$ cat config.mk
export PLATFORM = sky130hd
export DESIGN_NAME = swd_target_flat
export DESIGN_NICKNAME = d
export VERILOG_FILES = /design/src/rtl/swd_pkg.sv /design/src/rtl/swd_target_if.sv /design/src/rtl/swd_edge_sync.sv /design/src/rtl/swd_target.sv /design/src/flat_wrapper.sv
export SDC_FILE = /design/constraint.sdc
export NUM_CORES = 1
export LEC_CHECK = 0
export CORE_ASPECT_RATIO = 1.75
export CORE_MARGIN = 3
export CORE_UTILIZATION = 44
export DETAILED_ROUTE_END_ITERATION = 10
export PLACE_DENSITY = 0.72
export SETUP_SLACK_MARGIN = 0.2
export SLEW_MARGIN = 0
export SYNTH_ARGS = -nofsm -noshare
export SYNTH_HDL_FRONTEND = slang
export SYNTH_SLANG_ARGS = --single-unit
$ cat constraint.sdc
create_clock -name clk -period 7.3 [get_ports clk]
set_clock_uncertainty 0.1 [all_clocks]
set_input_delay 0.73 -clock clk [delete_from_list [all_inputs] [get_ports clk]]
set_output_delay 0.73 -clock clk [all_outputs]
set_load 0.02 [all_outputs]
$ cat src/rtl/swd_pkg.sv
// Shared constants and types for the SWD target: FSM state codes, ACK codes,
// line-reset length and the header check.
package swd_pkg;

  localparam logic [3:0] ST_IDLE  = 4'd0;
  localparam logic [3:0] ST_HDR   = 4'd1;
  localparam logic [3:0] ST_TRN1  = 4'd2;
  localparam logic [3:0] ST_ACK   = 4'd3;
  localparam logic [3:0] ST_RDATA = 4'd4;
  localparam logic [3:0] ST_RPAR  = 4'd5;
  localparam logic [3:0] ST_TRN2  = 4'd6;
  localparam logic [3:0] ST_WDATA = 4'd7;
  localparam logic [3:0] ST_WPAR  = 4'd8;

  localparam logic [2:0] ACK_OK    = 3'b001;
  localparam logic [2:0] ACK_WAIT  = 3'b010;
  localparam logic [2:0] ACK_FAULT = 3'b100;

  localparam logic [5:0] LINE_RESET_BITS = 6'd50;
  localparam logic [5:0] DATA_BITS       = 6'd32;

  typedef struct packed {
    logic       apndp;
    logic       rnw;
    logic [1:0] addr;
  } swd_req_t;

  // hdr holds APnDP, RnW, A2, A3, parity, stop, park in bits 0..6
  function automatic logic hdr_valid(input logic [6:0] hdr);
    return (hdr[4] == ^hdr[3:0]) && !hdr[5] && hdr[6];
  endfunction

endpackage

$ cat src/rtl/swd_target_if.sv
// Upstream side of the SWD target: decoded request, response and write data.
interface swd_target_if;
  logic        req_valid;
  logic        req_apndp;
  logic        req_rnw;
  logic [1:0]  req_addr;
  logic        resp_valid;
  logic [2:0]  resp_ack;
  logic [31:0] resp_rdata;
  logic        wr_valid;
  logic [31:0] wr_data;
  logic        wr_perr;
  logic        line_reset;
  logic        proto_err;

  modport slave (
    output req_valid, req_apndp, req_rnw, req_addr,
    output wr_valid, wr_data, wr_perr, line_reset, proto_err,
    input  resp_valid, resp_ack, resp_rdata
  );

  modport master (
    input  req_valid, req_apndp, req_rnw, req_addr,
    input  wr_valid, wr_data, wr_perr, line_reset, proto_err,
    output resp_valid, resp_ack, resp_rdata
  );
endinterface

$ cat src/rtl/swd_edge_sync.sv
// Synchronises SWCLK/SWDIO into clk and produces a one-clk SWCLK rise strobe.
// Both lines pass through equal-depth chains so the sampled bit lines up with the strobe.
module swd_edge_sync #(
  parameter int SYNC_STAGES = 2
) (
  input  logic clk,
  input  logic rst,
  input  logic i_swclk,
  input  logic i_swdio,
  output logic o_rise,
  output logic o_swdio
);

  logic [SYNC_STAGES-1:0] r_clk_sync;
  logic [SYNC_STAGES-1:0] r_dio_sync;
  logic                   r_clk_prev;

  always_ff @(posedge clk) begin
    if (rst) begin
      r_clk_sync <= '0;
      r_dio_sync <= '0;
      r_clk_prev <= 1'b0;
    end else begin
      r_clk_sync[0] <= i_swclk;
      r_dio_sync[0] <= i_swdio;
      for (int i = 1; i < SYNC_STAGES; i++) begin
        r_clk_sync[i] <= r_clk_sync[i-1];
        r_dio_sync[i] <= r_dio_sync[i-1];
      end
      r_clk_prev <= r_clk_sync[SYNC_STAGES-1];
    end
  end

  assign o_rise  = r_clk_sync[SYNC_STAGES-1] & ~r_clk_prev;
  assign o_swdio = r_dio_sync[SYNC_STAGES-1];

endmodule

$ cat src/rtl/swd_target.sv
// SWD wire-protocol target: header decode, ACK, read/write data phases, line reset.
// All protocol activity advances only on the synchronised SWCLK rise strobe.
module swd_target
  import swd_pkg::*;
#(
  parameter int SYNC_STAGES = 2
) (
  input  logic        clk,
  input  logic        rst,
  input  logic        swclk_i,
  input  logic        swdio_i,
  output logic        swdio_o,
  output logic        swdio_oe,
  input  logic [1:0]  turnaround,
  swd_target_if.slave bus
);

  // state | meaning
  // IDLE  | wait for start bit    HDR   | 7 header bits    TRN1 | turnaround, then ACK0
  // ACK   | ACK1..2, then branch  RDATA | drive 32 bits    RPAR | drive parity
  // TRN2  | turnaround to host    WDATA | sample 32 bits   WPAR | sample parity

  logic        w_rise;
  logic        w_bit;
  logic [6:0]  w_hdr_next;
  logic        w_tlast;
  logic        w_lr;

  logic [3:0]  r_state;
  logic [5:0]  r_cnt;
  logic [5:0]  r_ones;
  logic [6:0]  r_hdr;
  logic [2:0]  r_ack;
  logic [31:0] r_rdata;
  logic [31:0] r_wshift;
  logic [31:0] r_wr_data;
  swd_req_t    r_req;
  logic        r_swdio_o;
  logic        r_swdio_oe;
  logic        r_req_valid;
  logic        r_wr_valid;
  logic        r_wr_perr;
  logic        r_line_reset;
  logic        r_proto_err;

  swd_edge_sync #(.SYNC_STAGES(SYNC_STAGES)) u_sync (
    .clk     (clk),
    .rst     (rst),
    .i_swclk (swclk_i),
    .i_swdio (swdio_i),
    .o_rise  (w_rise),
    .o_swdio (w_bit)
  );

  assign w_hdr_next = {w_bit, r_hdr[6:1]};
  assign w_tlast    = (r_cnt == {4'd0, turnaround});
  // Only bits sampled while the host owns the line count towards a line reset
  assign w_lr       = w_rise & ~r_swdio_oe & w_bit & (r_ones == LINE_RESET_BITS - 6'd1);

  always_ff @(posedge clk) begin
    if (rst) begin
      r_state      <= ST_IDLE;
      r_cnt        <= '0;
      r_ones       <= '0;
      r_hdr        <= '0;
      r_ack        <= '0;
      r_rdata      <= '0;
      r_wshift     <= '0;
      r_wr_data    <= '0;
      r_req        <= '0;
      r_swdio_o    <= 1'b0;
      r_swdio_oe   <= 1'b0;
      r_req_valid  <= 1'b0;
      r_wr_valid   <= 1'b0;
      r_wr_perr    <= 1'b0;
      r_line_reset <= 1'b0;
      r_proto_err  <= 1'b0;
    end else begin
      r_req_valid  <= 1'b0;
      r_wr_valid   <= 1'b0;
      r_line_reset <= 1'b0;
      r_proto_err  <= 1'b0;
      if (w_rise) begin
        if (!r_swdio_oe) begin
          if (!w_bit)                        r_ones <= '0;
          else if (r_ones != LINE_RESET_BITS) r_ones <= r_ones + 6'd1;
        end
        if (w_lr) begin
          r_line_reset <= 1'b1;
          r_state      <= ST_IDLE;
          r_cnt        <= '0;
        end else begin
          case (r_state)
            // a saturated ones count means the line is still held high after a reset
            ST_IDLE: if (w_bit && r_ones != LINE_RESET_BITS) begin
              r_state <= ST_HDR;
              r_cnt   <= '0;
            end
            ST_HDR: begin
              r_hdr <= w_hdr_next;
              if (r_cnt == 6'd6) begin
                r_cnt <= '0;
                if (hdr_valid(w_hdr_next)) begin
                  r_req_valid <= 1'b1;
                  r_req       <= '{apndp: w_hdr_next[0], rnw: w_hdr_next[1], addr: w_hdr_next[3:2]};
                  r_state     <= ST_TRN1;
                end else begin
                  r_proto_err <= 1'b1;
                  r_state     <= ST_IDLE;
                end
              end else begin
                r_cnt <= r_cnt + 6'd1;
              end
            end
            ST_TRN1: if (w_tlast) begin
              r_swdio_oe <= 1'b1;
              r_cnt      <= 6'd1;
              r_state    <= ST_ACK;
              if (bus.resp_valid) begin
                r_ack     <= bus.resp_ack;
                r_rdata   <= bus.resp_rdata;
                r_swdio_o <= bus.resp_ack[0];
              end else begin
                r_ack     <= ACK_WAIT;
                r_swdio_o <= ACK_WAIT[0];
              end
            end else begin
              r_cnt <= r_cnt + 6'd1;
            end
            ST_ACK: if (r_cnt != 6'd3) begin
              r_swdio_o <= r_ack[r_cnt[1:0]];
              r_cnt     <= r_cnt + 6'd1;
            end else if (r_ack == ACK_OK && r_req.rnw) begin
              r_swdio_o <= r_rdata[0];
              r_cnt     <= 6'd1;
              r_state   <= ST_RDATA;
            end else begin
              r_swdio_oe <= 1'b0;
              r_swdio_o  <= 1'b0;
              r_cnt      <= '0;
              r_state    <= (r_ack == ACK_OK) ? ST_TRN2 : ST_IDLE;
            end
            ST_RDATA: if (r_cnt == DATA_BITS) begin
              r_swdio_o <= ^r_rdata;
              r_cnt     <= '0;
              r_state   <= ST_RPAR;
            end else begin
              r_swdio_o <= r_rdata[r_cnt[4:0]];
              r_cnt     <= r_cnt + 6'd1;
            end
            ST_RPAR: begin
              r_swdio_oe <= 1'b0;
              r_swdio_o  <= 1'b0;
              r_state    <= ST_IDLE;
            end
            ST_TRN2: if (w_tlast) begin
              r_cnt   <= '0;
              r_state <= ST_WDATA;
            end else begin
              r_cnt <= r_cnt + 6'd1;
            end
            ST_WDATA: begin
              r_wshift <= {w_bit, r_wshift[31:1]};
              r_cnt    <= r_cnt + 6'd1;
              if (r_cnt == DATA_BITS - 6'd1) r_state <= ST_WPAR;
            end
            ST_WPAR: begin
              r_wr_valid <= 1'b1;
              r_wr_data  <= r_wshift;
              r_wr_perr  <= w_bit ^ (^r_wshift);
              r_cnt      <= '0;
              r_state    <= ST_IDLE;
            end
            default: r_state <= ST_IDLE;
          endcase
        end
      end
    end
  end

  assign swdio_o        = r_swdio_o;
  assign swdio_oe       = r_swdio_oe;
  assign bus.req_valid  = r_req_valid;
  assign bus.req_apndp  = r_req.apndp;
  assign bus.req_rnw    = r_req.rnw;
  assign bus.req_addr   = r_req.addr;
  assign bus.wr_valid   = r_wr_valid;
  assign bus.wr_data    = r_wr_data;
  assign bus.wr_perr    = r_wr_perr;
  assign bus.line_reset = r_line_reset;
  assign bus.proto_err  = r_proto_err;

endmodule

$ cat src/flat_wrapper.sv
// flat-port wrapper written by rule: the top's interface ports become plain ports
module swd_target_flat import swd_pkg::*;
#(
  parameter int SYNC_STAGES = 2
)
  (clk, rst, swclk_i, swdio_i, swdio_o, swdio_oe, turnaround, bus_req_valid, bus_req_apndp, bus_req_rnw, bus_req_addr, bus_wr_valid, bus_wr_data, bus_wr_perr, bus_line_reset, bus_proto_err, bus_resp_valid, bus_resp_ack, bus_resp_rdata);
  swd_target_if bus_i ();
  input  logic clk;
  input  logic rst;
  input  logic swclk_i;
  input  logic swdio_i;
  output logic swdio_o;
  output logic swdio_oe;
  input  logic [1:0] turnaround;
  output wire logic [$bits(bus_i.req_valid)-1:0] bus_req_valid;
  output wire logic [$bits(bus_i.req_apndp)-1:0] bus_req_apndp;
  output wire logic [$bits(bus_i.req_rnw)-1:0] bus_req_rnw;
  output wire logic [$bits(bus_i.req_addr)-1:0] bus_req_addr;
  output wire logic [$bits(bus_i.wr_valid)-1:0] bus_wr_valid;
  output wire logic [$bits(bus_i.wr_data)-1:0] bus_wr_data;
  output wire logic [$bits(bus_i.wr_perr)-1:0] bus_wr_perr;
  output wire logic [$bits(bus_i.line_reset)-1:0] bus_line_reset;
  output wire logic [$bits(bus_i.proto_err)-1:0] bus_proto_err;
  input wire logic [$bits(bus_i.resp_valid)-1:0] bus_resp_valid;
  input wire logic [$bits(bus_i.resp_ack)-1:0] bus_resp_ack;
  input wire logic [$bits(bus_i.resp_rdata)-1:0] bus_resp_rdata;
  assign bus_req_valid = bus_i.req_valid;
  assign bus_req_apndp = bus_i.req_apndp;
  assign bus_req_rnw = bus_i.req_rnw;
  assign bus_req_addr = bus_i.req_addr;
  assign bus_wr_valid = bus_i.wr_valid;
  assign bus_wr_data = bus_i.wr_data;
  assign bus_wr_perr = bus_i.wr_perr;
  assign bus_line_reset = bus_i.line_reset;
  assign bus_proto_err = bus_i.proto_err;
  assign bus_i.resp_valid = bus_resp_valid;
  assign bus_i.resp_ack = bus_resp_ack;
  assign bus_i.resp_rdata = bus_resp_rdata;
  swd_target #(.SYNC_STAGES(SYNC_STAGES)) u_core (.clk(clk), .rst(rst), .swclk_i(swclk_i), .swdio_i(swdio_i), .swdio_o(swdio_o), .swdio_oe(swdio_oe), .turnaround(turnaround), .bus(bus_i));
endmodule
==> results_dict.tcl, run 1 <==
set metrics [dict create \
    cts_buffers 17 \
    core_area_mm2 0.0149 \
    synth_cells 748 \
    wl_met1_um 5650 \
    diodes 0 \
    io_buffers 84 \
    cts_root_buf "clkbuf_16" \
    synth_top_area_cell "dfxtp_1" \
    drc 0 \
    crit_path_cell_trace "clkdlybuf4s50_1 -> xnor2_1 -> and3_4 -> nor3b_4 -> nand2_1 -> nand2_1 -> a21oi_2" \
    setup_viol 0 \
    cts_tree "yes" \
    cp.arrival_ns 3.04 \
    worstPathMaxFanout 32 \
    netlist.area_leader.share_pct 40.8 \
    finalHoldViolations 0 \
    holdWs_ns 0.346 \
    clk_path_buf_depth 2 \
    path_clk_slew_ns 0.06 \
    clock-sinks 137 \
    die_w_um 99.5 \
    synth_edf_count 0 \
    worstSetupPathType "primary input to register" \
    area_delta_synth_final_pct 21.5 \
    max_cap_violations 0 \
    final_nets 857 \
    htree_levels 4 \
    routedWlPerCell_um 14.0 \
    max_stage_delay_ns 0.65 \
    grt_antenna_before_repair 0 \
    fillers 1365 \
    hpwl_um 9970 \
    grt_pass1_vias 5083 \
    p_per_area_mw_per_mm2 207 \
    period_share_pct 39.2 \
    utilization_pct 54.8 \
    synth_commonest_cells "dfxtp_1 (137), nand2_1 (123), nor2_1 (67), xnor2_1 (56), mux2i_1 (52)" \
    min_period_ns 2.86 \
    drt_wl_total_um 14100 \
    critPathTopFamily "simple AND/OR/NAND/NOR gates" \
    crit_required_ns 7.48 \
    ys.flop_type "dfxtp_1" \
    synth.top_cells.by_area "dfxtp_1 (41%), mux2i_1 (7.7%), xnor2_1 (7.3%), nand2_1 (6.9%), a21oi_2 (3.9%)" \
    ctsHoldBuffers 0 \
    avgSynthCellArea_um2 8.99 \
    fmax_mhz 349 \
    route.met3.wl_um 355 \
    grt_max_degree 56 \
    end_kind "register" \
    cts_resized 0 \
    critPathSlowestCell "nand2_1" \
    drive_above_1_share_pct 14.1 \
    synth_nets 796 \
    cp-start-kind "primary input" \
    overflow 0 \
    postCtsSetupBuffers 0 \
    std_cell_rows 59 \
    rsz0062_at_grt "false" \
    first_iter_violations 225 \
    drtPass1Iterations 4 \
    die_h_um 170 \
    synth.distinct_cells 64 \
    holdCritPathClass "register to register" \
    grt_pass1_wl_um 23900 \
    route.vias.total 5278 \
    io_pins 85 \
    worst_slew_pin_slew_ns 0.986 \
    seq_area_frac_synth_pct 40.8 \
    viasPerCell 5.25 \
    yosys.cell_count.top_type "dfxtp_1" \
    grt_usage_pct 17.4 \
    p_leak_nw 2.96 \
    route.met2.wl_um 7680 \
    slew_violations 0 \
    initial_core_util_pct 45.1 \
    status "finished clean" \
    cp_common_cell "nand2_1" \
    ys_ff_latch 137 \
    path_buf_inv 1 \
    setup_tns_ns 0 \
    ant_nets 0 \
    highest_layer "met4" \
    async_flop_share_pct 0 \
    relSlewSlack_pct 34.1 \
    clock_latency_ns 0.42 \
    vdd_ir_drop_max_uv 140 \
    die_area_mm2 0.0169 \
    place.gp.congestion 0.934 \
    yosysWarnings 0 \
    synth_area_mm2 0.00673 \
]
metrics by stage:
| step | total power (W) | area [µm²] | setup slack (ns) | std cells |
|---|---|---|---|---|
| floorplan | 0.000788 | 6730 | 4.94 | 748 |
| global placement | 0.000817 | 7560 | 4.05 | 973 |
| detailed placement | 0.000817 | 7560 | 3.99 | 973 |
| CTS | 0.00171 | 8180 | 4.41 | 1005 |
| global route | 0.00175 | 8180 | 4.18 | 1005 |
| finish | 0.00169 | 8180 | 4.44 | 1005 |
layout make-up:
cell class	instances	area [µm²]	area share (%)
well taps	183	229	2.80
inverters	10	37.5	0.459
repair buffers	89	876	10.7
flip-flops and latches	137	2740	33.5
clock inverters	15	193	2.36
multi-input cells	554	3670	44.9
clock buffers	17	425	5.20
layout by cell type, fill, tap and decap left out, types with 3 or more instances in the layout:
cell type | synthesis | routed
o21a_1 | 3 | 3
o21ai_0 | 12 | 12
a22oi_1 | 3 | 3
nand2_1 | 123 | 123
inv_8 | 0 | 5
a31oi_1 | 7 | 7
nor3_1 | 8 | 8
nor2b_1 | 12 | 12
mux2i_1 | 52 | 52
xnor2_1 | 56 | 56
ha_1 | 6 | 6
inv_6 | 0 | 5
nor2_1 | 67 | 66
o211ai_1 | 4 | 4
a21oi_1 | 47 | 47
xor2_1 | 11 | 11
nand2b_1 | 6 | 6
clkdlybuf4s50_1 | 0 | 83
a21oi_2 | 30 | 30
nand2_2 | 30 | 30
clkbuf_16 | 0 | 17
dfxtp_1 | 137 | 137
mux4_2 | 6 | 6
nand3_1 | 14 | 14
inv_1 | 10 | 10
buf_4 | 4 | 6
nand4_1 | 3 | 3
nand3b_1 | 4 | 4
layer usage:
metal	global-route usage, %	up-vias
li1	-	2667
met1	18.9	2470
met2	32.0	111
met3	3.29	30
met4	7.91	0
met5	0	-
registers in the layout, summed over array words and instances, names as in the netlist, 2 cells and up:
signal / cells
u_core.bus.req_addr: 2
u_core.u_sync.r_clk_sync: 2
u_core.u_sync.r_dio_sync: 2
u_core.r_wshift: 32
u_core.r_state: 4
u_core.bus.wr_data: 32
u_core.r_cnt: 6
u_core.r_rdata: 32
u_core.r_hdr: 6
u_core.r_ack: 3
u_core.r_ones: 6
power by group:
group | leakage, nW | internal (W) | switching (W)
sequential | 1.10 | 0.000749 | 0.00000123
combinational | 1.55 | 0.0000261 | 0.0000244
clock | 0.302 | 0.000523 | 0.000369
worst paths after layout:
kind	start	endpoint	slack (ns)	cells after the start
worst max-delay path	turnaround[1]	u_core.r_rdata[13]$_SDFFE_PP0P_	4.44	7
worst min-delay path	u_core.u_sync.r_dio_sync[0]$_SDFF_PP0_	u_core.u_sync.r_dio_sync[1]$_SDFF_PP0_	0.35	1
worst max register to register	u_core.r_cnt[3]$_SDFFE_PP0P_	u_core.r_rdata[13]$_SDFFE_PP0P_	4.47	6
worst min register to register	u_core.u_sync.r_dio_sync[0]$_SDFF_PP0_	u_core.u_sync.r_dio_sync[1]$_SDFF_PP0_	0.35	1
cells by family (layout without fill, tap and decap cells):
group	Yosys count	after routing	share of synthesized area [%]
flip-flops	137	137	40.8
XOR/XNOR	69	69	9.39
multiplexers	59	59	9.91
AND/OR/NAND/NOR	288	288	20.5
AO/OA/AOI/OAI	132	132	13.6
adder cells (fa/ha/maj)	6	6	1.12
buffers and inverters	57	131	4.76
(Power assumes the default switching activity.)
==> run 2, diff against run 1 <==
--- a/config.mk
+++ b/config.mk
@@ -9,7 +9,7 @@
 export CORE_MARGIN = 3
 export CORE_UTILIZATION = 44
 export DETAILED_ROUTE_END_ITERATION = 10
-export PLACE_DENSITY = 0.72
+export PLACE_DENSITY = 0.74
 export SETUP_SLACK_MARGIN = 0.2
 export SLEW_MARGIN = 0
 export SYNTH_ARGS = -nofsm -noshare
==> constraint.sdc (replaced) <==
create_clock -name clk -period 2.4 [get_ports clk]
set_clock_uncertainty 0.1 [all_clocks]
set_input_delay 0.24 -clock clk [delete_from_list [all_inputs] [get_ports clk]]
set_output_delay 0.24 -clock clk [all_outputs]
set_load 0.02 [all_outputs]
==> results_dict.tcl, run 2 (same netlist as run 1, synthesis figures left out) <==
set metrics [dict create \
    ctsHoldBuffers 0 \
    cts_root_buf "clkbuf_16" \
    grt_max_degree 73 \
    final_cell_mix "dfxtp_1 (129), nand2_1 (122), clkdlybuf4s50_1 (83), nor2_1 (66), xnor2_1 (56)" \
    cp-startpoint "u_core.r_cnt[2]$_SDFFE_PP0P_" \
    cp-start-kind "register" \
    drc 0 \
    worstPathMaxFanout 8 \
    viasPerCell 5.29 \
    drtPass1Iterations 5 \
    drt_wl_total_um 15400 \
    holdWs_ns 0.263 \
    hold_path_end "u_core.bus.wr_data[4]$_SDFFE_PP0P_" \
    area_delta_synth_final_pct 29.1 \
    holdCritPathClass "primary input to register" \
    fin_ws_ns 0.262 \
    hpwl_um 10900 \
    max_cap_violations 0 \
    std_cell_rows 59 \
    p_per_area_mw_per_mm2 584 \
    grt_pass1_vias 5419 \
    ant_nets 0 \
    min_path_cells 2 \
    p_leak_nw 3.21 \
    first_iter_violations 252 \
    diodes 0 \
    fin_total_pwr_w 0.00508 \
    route.vias.total 5499 \
    place.gp.congestion 0.906 \
    die_area_mm2 0.0169 \
    drive_above_1_share_pct 20.1 \
    die_h_um 170 \
    die_w_um 99.5 \
    final_nets 892 \
    worstRegToRegCells 6 \
    routedWlPerCell_um 14.8 \
    core_area_mm2 0.0149 \
    r2r-start "u_core.r_cnt[2]$_SDFFE_PP0P_" \
    clk_path_buf_depth 2 \
    cts_tree "yes" \
    grt_pass1_wl_um 25400 \
    period_share_pct 89.1 \
    end_kind "register" \
    worstSetupPathType "register to register" \
    reg2reg_slack_ns 0.26 \
    grt_usage_pct 18.4 \
    crit_required_ns 2.58 \
    finalHoldViolations 0 \
    slew_violations 0 \
    relSlewSlack_pct 48.0 \
    layout_commonest_cell "dfxtp_1" \
    clock_latency_ns 0.42 \
    cp.arrival_ns 2.32 \
    htree_levels 4 \
    overflow 0 \
    initial_core_util_pct 45.1 \
    grt_antenna_before_repair 0 \
    worstHoldStart "rst" \
    cts_buffers 17 \
    r2r_end "u_core.r_state[1]$_SDFFE_PP0P_" \
    status "finished clean" \
    min_period_ns 2.14 \
    rsz0062_at_grt "true" \
    vdd_ir_drop_max_uv 425 \
    worst_slew_pin_slew_ns 0.780 \
    fmax_mhz 468 \
    io_pins 85 \
    setup_viol 0 \
    dp_slack_ns 0.0453 \
    io_buffers 84 \
    clock-sinks 137 \
    path_clk_slew_ns 0.06 \
    setup_tns_ns 0 \
]
==> run 2: through the flow <==
stage / area, µm² / instances / utilization, %
2_1_floorplan: 6740 / 748 / -
3_3_place_gp: 7870 / 1000 / 52.8
3_5_place_dp: 7870 / 1000 / 52.8
4_1_cts: 8510 / 1034 / 57.1
5_1_grt: 8690 / 1040 / 58.3
6_report: 8690 / 1040 / 58.3
==> run 2: final cells by class <==
class	instances	area [µm²]
timing repair buffer	123	1260
multi-input combinational	555	3790
clock buffer	17	425
fill	1322	6220
tap	183	229
inverter	10	40.0
clock inverter	15	174
sequential	137	2760
==> run 2: repair_timing <==
item	in CTS	in global routing
gates resized for setup	6	30
cloned	1	1
buffers inserted	1	5
endpoints found under the setup margin	67	78
pin swaps	1	11
==> run 2: worst max-delay path by stage <==
stage,cells past startpoint,to
3_3_place_gp,8,u_core.bus.wr_perr$_SDFFE_PP0P_
3_5_place_dp,8,u_core.bus.wr_perr$_SDFFE_PP0P_
5_1_grt,6,u_core.r_cnt[3]$_SDFFE_PP0P_
2_1_floorplan,8,u_core.r_cnt[3]$_SDFFE_PP0P_
6_report,6,u_core.r_state[1]$_SDFFE_PP0P_
4_1_cts,8,u_core.r_rdata[18]$_SDFFE_PP0P_
==> run 2: metal layers <==
metal	vias up	GRT usage, %	wire length, µm
met5	-	0	0
met4	0	8.44	448
met3	37	3.13	406
met2	113	35.4	8690
met1	2608	19.0	5870
li1	2741	-	-
==> run 2: critical path, cell delays in order, from the launching register on <==
cell,delay [ns]
dfxtp_1,0.42
or3_1,0.50
o31ai_4,0.23
o221a_2,0.23
a31o_2,0.26
mux2i_1,0.21
nor2_1,0.05
==> run 2: where the power goes <==
| group | leakage, nW | internal (W) | total [W] | switching, W |
|---|---|---|---|---|
| Combinational | 1.81 | 0.0000896 | 0.000170 | 0.0000804 |
| Clock | 0.294 | 0.00150 | 0.00263 | 0.00114 |
| Sequential | 1.11 | 0.00227 | 0.00227 | 0.00000242 |
| Total | 3.21 | 0.00386 | 0.00508 | 0.00122 |
==> run 3, diff against run 2 <==
--- a/config.mk
+++ b/config.mk
@@ -5,9 +5,11 @@
 export SDC_FILE = /design/constraint.sdc
 export NUM_CORES = 1
 export LEC_CHECK = 0
-export CORE_ASPECT_RATIO = 1.75
+export ABC_CLOCK_PERIOD_IN_PS = 2400
+export CORE_ASPECT_RATIO = 0.9
 export CORE_MARGIN = 3
 export CORE_UTILIZATION = 44
+export CTS_CLUSTER_DIAMETER = 200
 export DETAILED_ROUTE_END_ITERATION = 10
 export PLACE_DENSITY = 0.74
 export SETUP_SLACK_MARGIN = 0.2
==> results_dict.tcl, run 3 (same netlist as run 1, synthesis figures left out) <==
set metrics [dict create \
    p_per_area_mw_per_mm2 582 \
    instances_no_fill 1065 \
    area_delta_synth_final_pct 29.7 \
    cts_root_buf "clkbuf_16" \
    p_leak_nw 3.23 \
    grt_usage_pct 18.9 \
    worst_slew_pin_slew_ns 0.529 \
    layout_commonest_cell "dfxtp_1" \
    min_period_ns 2.18 \
    path_clk_slew_ns 0.06 \
    die_w_um 136 \
    fillers 1312 \
    cts_buffers 17 \
    place.gp.congestion 0.914 \
    routedWlPerCell_um 14.9 \
    overflow 0 \
    end_kind "register" \
    dp.cells 1019 \
    cp.arrival_ns 2.43 \
    grt_max_degree 33 \
    relSlewSlack_pct 63.8 \
    utilization_pct 58.9 \
    cp-start-kind "register" \
    ctsHoldBuffers 0 \
    placed_cell_area_mm2 0.00787 \
    drive_above_1_share_pct 20.5 \
    grt_pass1_wl_um 25500 \
    status "finished clean" \
    die_area_mm2 0.0168 \
    clock-sinks 137 \
    post-route-cell-area_mm2 0.00873 \
    grt_antenna_before_repair 0 \
    setup_viol 0 \
    cts_tree "yes" \
    finalHoldViolations 0 \
    clk_path_buf_depth 2 \
    std_cell_rows 42 \
    crit_required_ns 2.65 \
    drc 0 \
    viasPerCell 5.20 \
    holdWs_ns 0.147 \
    worstSetupPathType "register to register" \
    drt_wl_total_um 15900 \
    fmax_mhz 458 \
    grt_pass1_vias 5226 \
    io_pins 85 \
    holdCritPathClass "primary input to register" \
    rsz0062_at_grt "false" \
    ant_nets 0 \
    first_iter_violations 407 \
    slew_violations 0 \
    htree_levels 4 \
    final_nets 902 \
    max_cap_violations 0 \
    drtPass1Iterations 6 \
    route.vias.total 5540 \
    period_share_pct 90.9 \
    hpwl_um 10200 \
    diodes 0 \
    core_area_mm2 0.0148 \
    io_buffers 84 \
    die_h_um 123 \
    worstPathMaxFanout 8 \
    initial_core_util_pct 45.4 \
    vdd_ir_drop_max_uv 490 \
    final_cell_mix "dfxtp_1 (129), nand2_1 (121), clkdlybuf4s50_1 (83), nor2_1 (65), xnor2_1 (56)" \
    setup_tns_ns 0 \
    clock_latency_ns 0.42 \
]
==> run 3: worst paths after layout <==
check / cells past startpoint / start / slack [ns] / end
setup / recovery: 8 / u_core.r_cnt[4]$_SDFFE_PP0P_ / 0.22 / u_core.r_rdata[19]$_SDFFE_PP0P_
hold / removal: 2 / rst / 0.15 / u_core.r_rdata[31]$_SDFFE_PP0P_
setup reg to reg: 8 / u_core.r_cnt[4]$_SDFFE_PP0P_ / 0.22 / u_core.r_rdata[19]$_SDFFE_PP0P_
hold reg to reg: 1 / u_core.u_sync.r_dio_sync[0]$_SDFF_PP0_ / 0.34 / u_core.u_sync.r_dio_sync[1]$_SDFF_PP0_
==> run 3: routing by layer <==
layer | track usage, % | part of all wire [%] | vias to the layer above
li1 | - | - | 2758
met1 | 26.0 | 48 | 2624
met2 | 29.1 | 46 | 142
met3 | 4.80 | 4.5 | 16
met4 | 6.17 | 1.3 | 0
met5 | 0 | 0 | -
==> run 3: what timing repair did <==
item	in CTS	in global routing
gates cloned	1	3
buffers inserted	0	10
pin swaps	1	13
gates resized for setup	2	32
endpoints found under the setup margin	70	57
endpoints found under the hold margin	0	0
==> run 3: cell type report <==
type / count / area (µm²) / share of cell area [%]
multi-input cells: 556 / 3770 / 43.2
clock buffers: 26 / 509 / 5.84
flip-flops and latches: 137 / 2760 / 31.6
inverters: 10 / 37.5 / 0.430
clock inverters: 6 / 86.3 / 0.989
well taps: 198 / 248 / 2.84
repair buffers: 132 / 1320 / 15.1
==> run 3: report_power, final <==
group | total (W) | internal [W] | leakage, nW | switching [W]
logic | 0.000174 | 0.0000901 | 1.83 | 0.0000835
clock network | 0.00263 | 0.00167 | 0.291 | 0.000963
registers | 0.00228 | 0.00228 | 1.11 | 0.00000239
total | 0.00508 | 0.00403 | 3.23 | 0.00105
==> run 3: metrics by stage <==
step                setup slack, ns  total power [W]
floorplan                     0.201          0.00240
global placement             0.0859          0.00250
detailed placement           0.0635          0.00250
CTS                           0.206          0.00512
global route                  0.157          0.00524
finish                        0.217          0.00508
==> run 3: critical path, stage by stage (launching register included) <==
cell and delay (ns):
dfxtp_4 0.37, buf_6 0.12, nor4_4 0.31, and3_4 0.27, nor3b_4 0.24, and2_4 0.29, clkbuf_16 0.19, nand2_2 0.07
a21oi_2 0.14
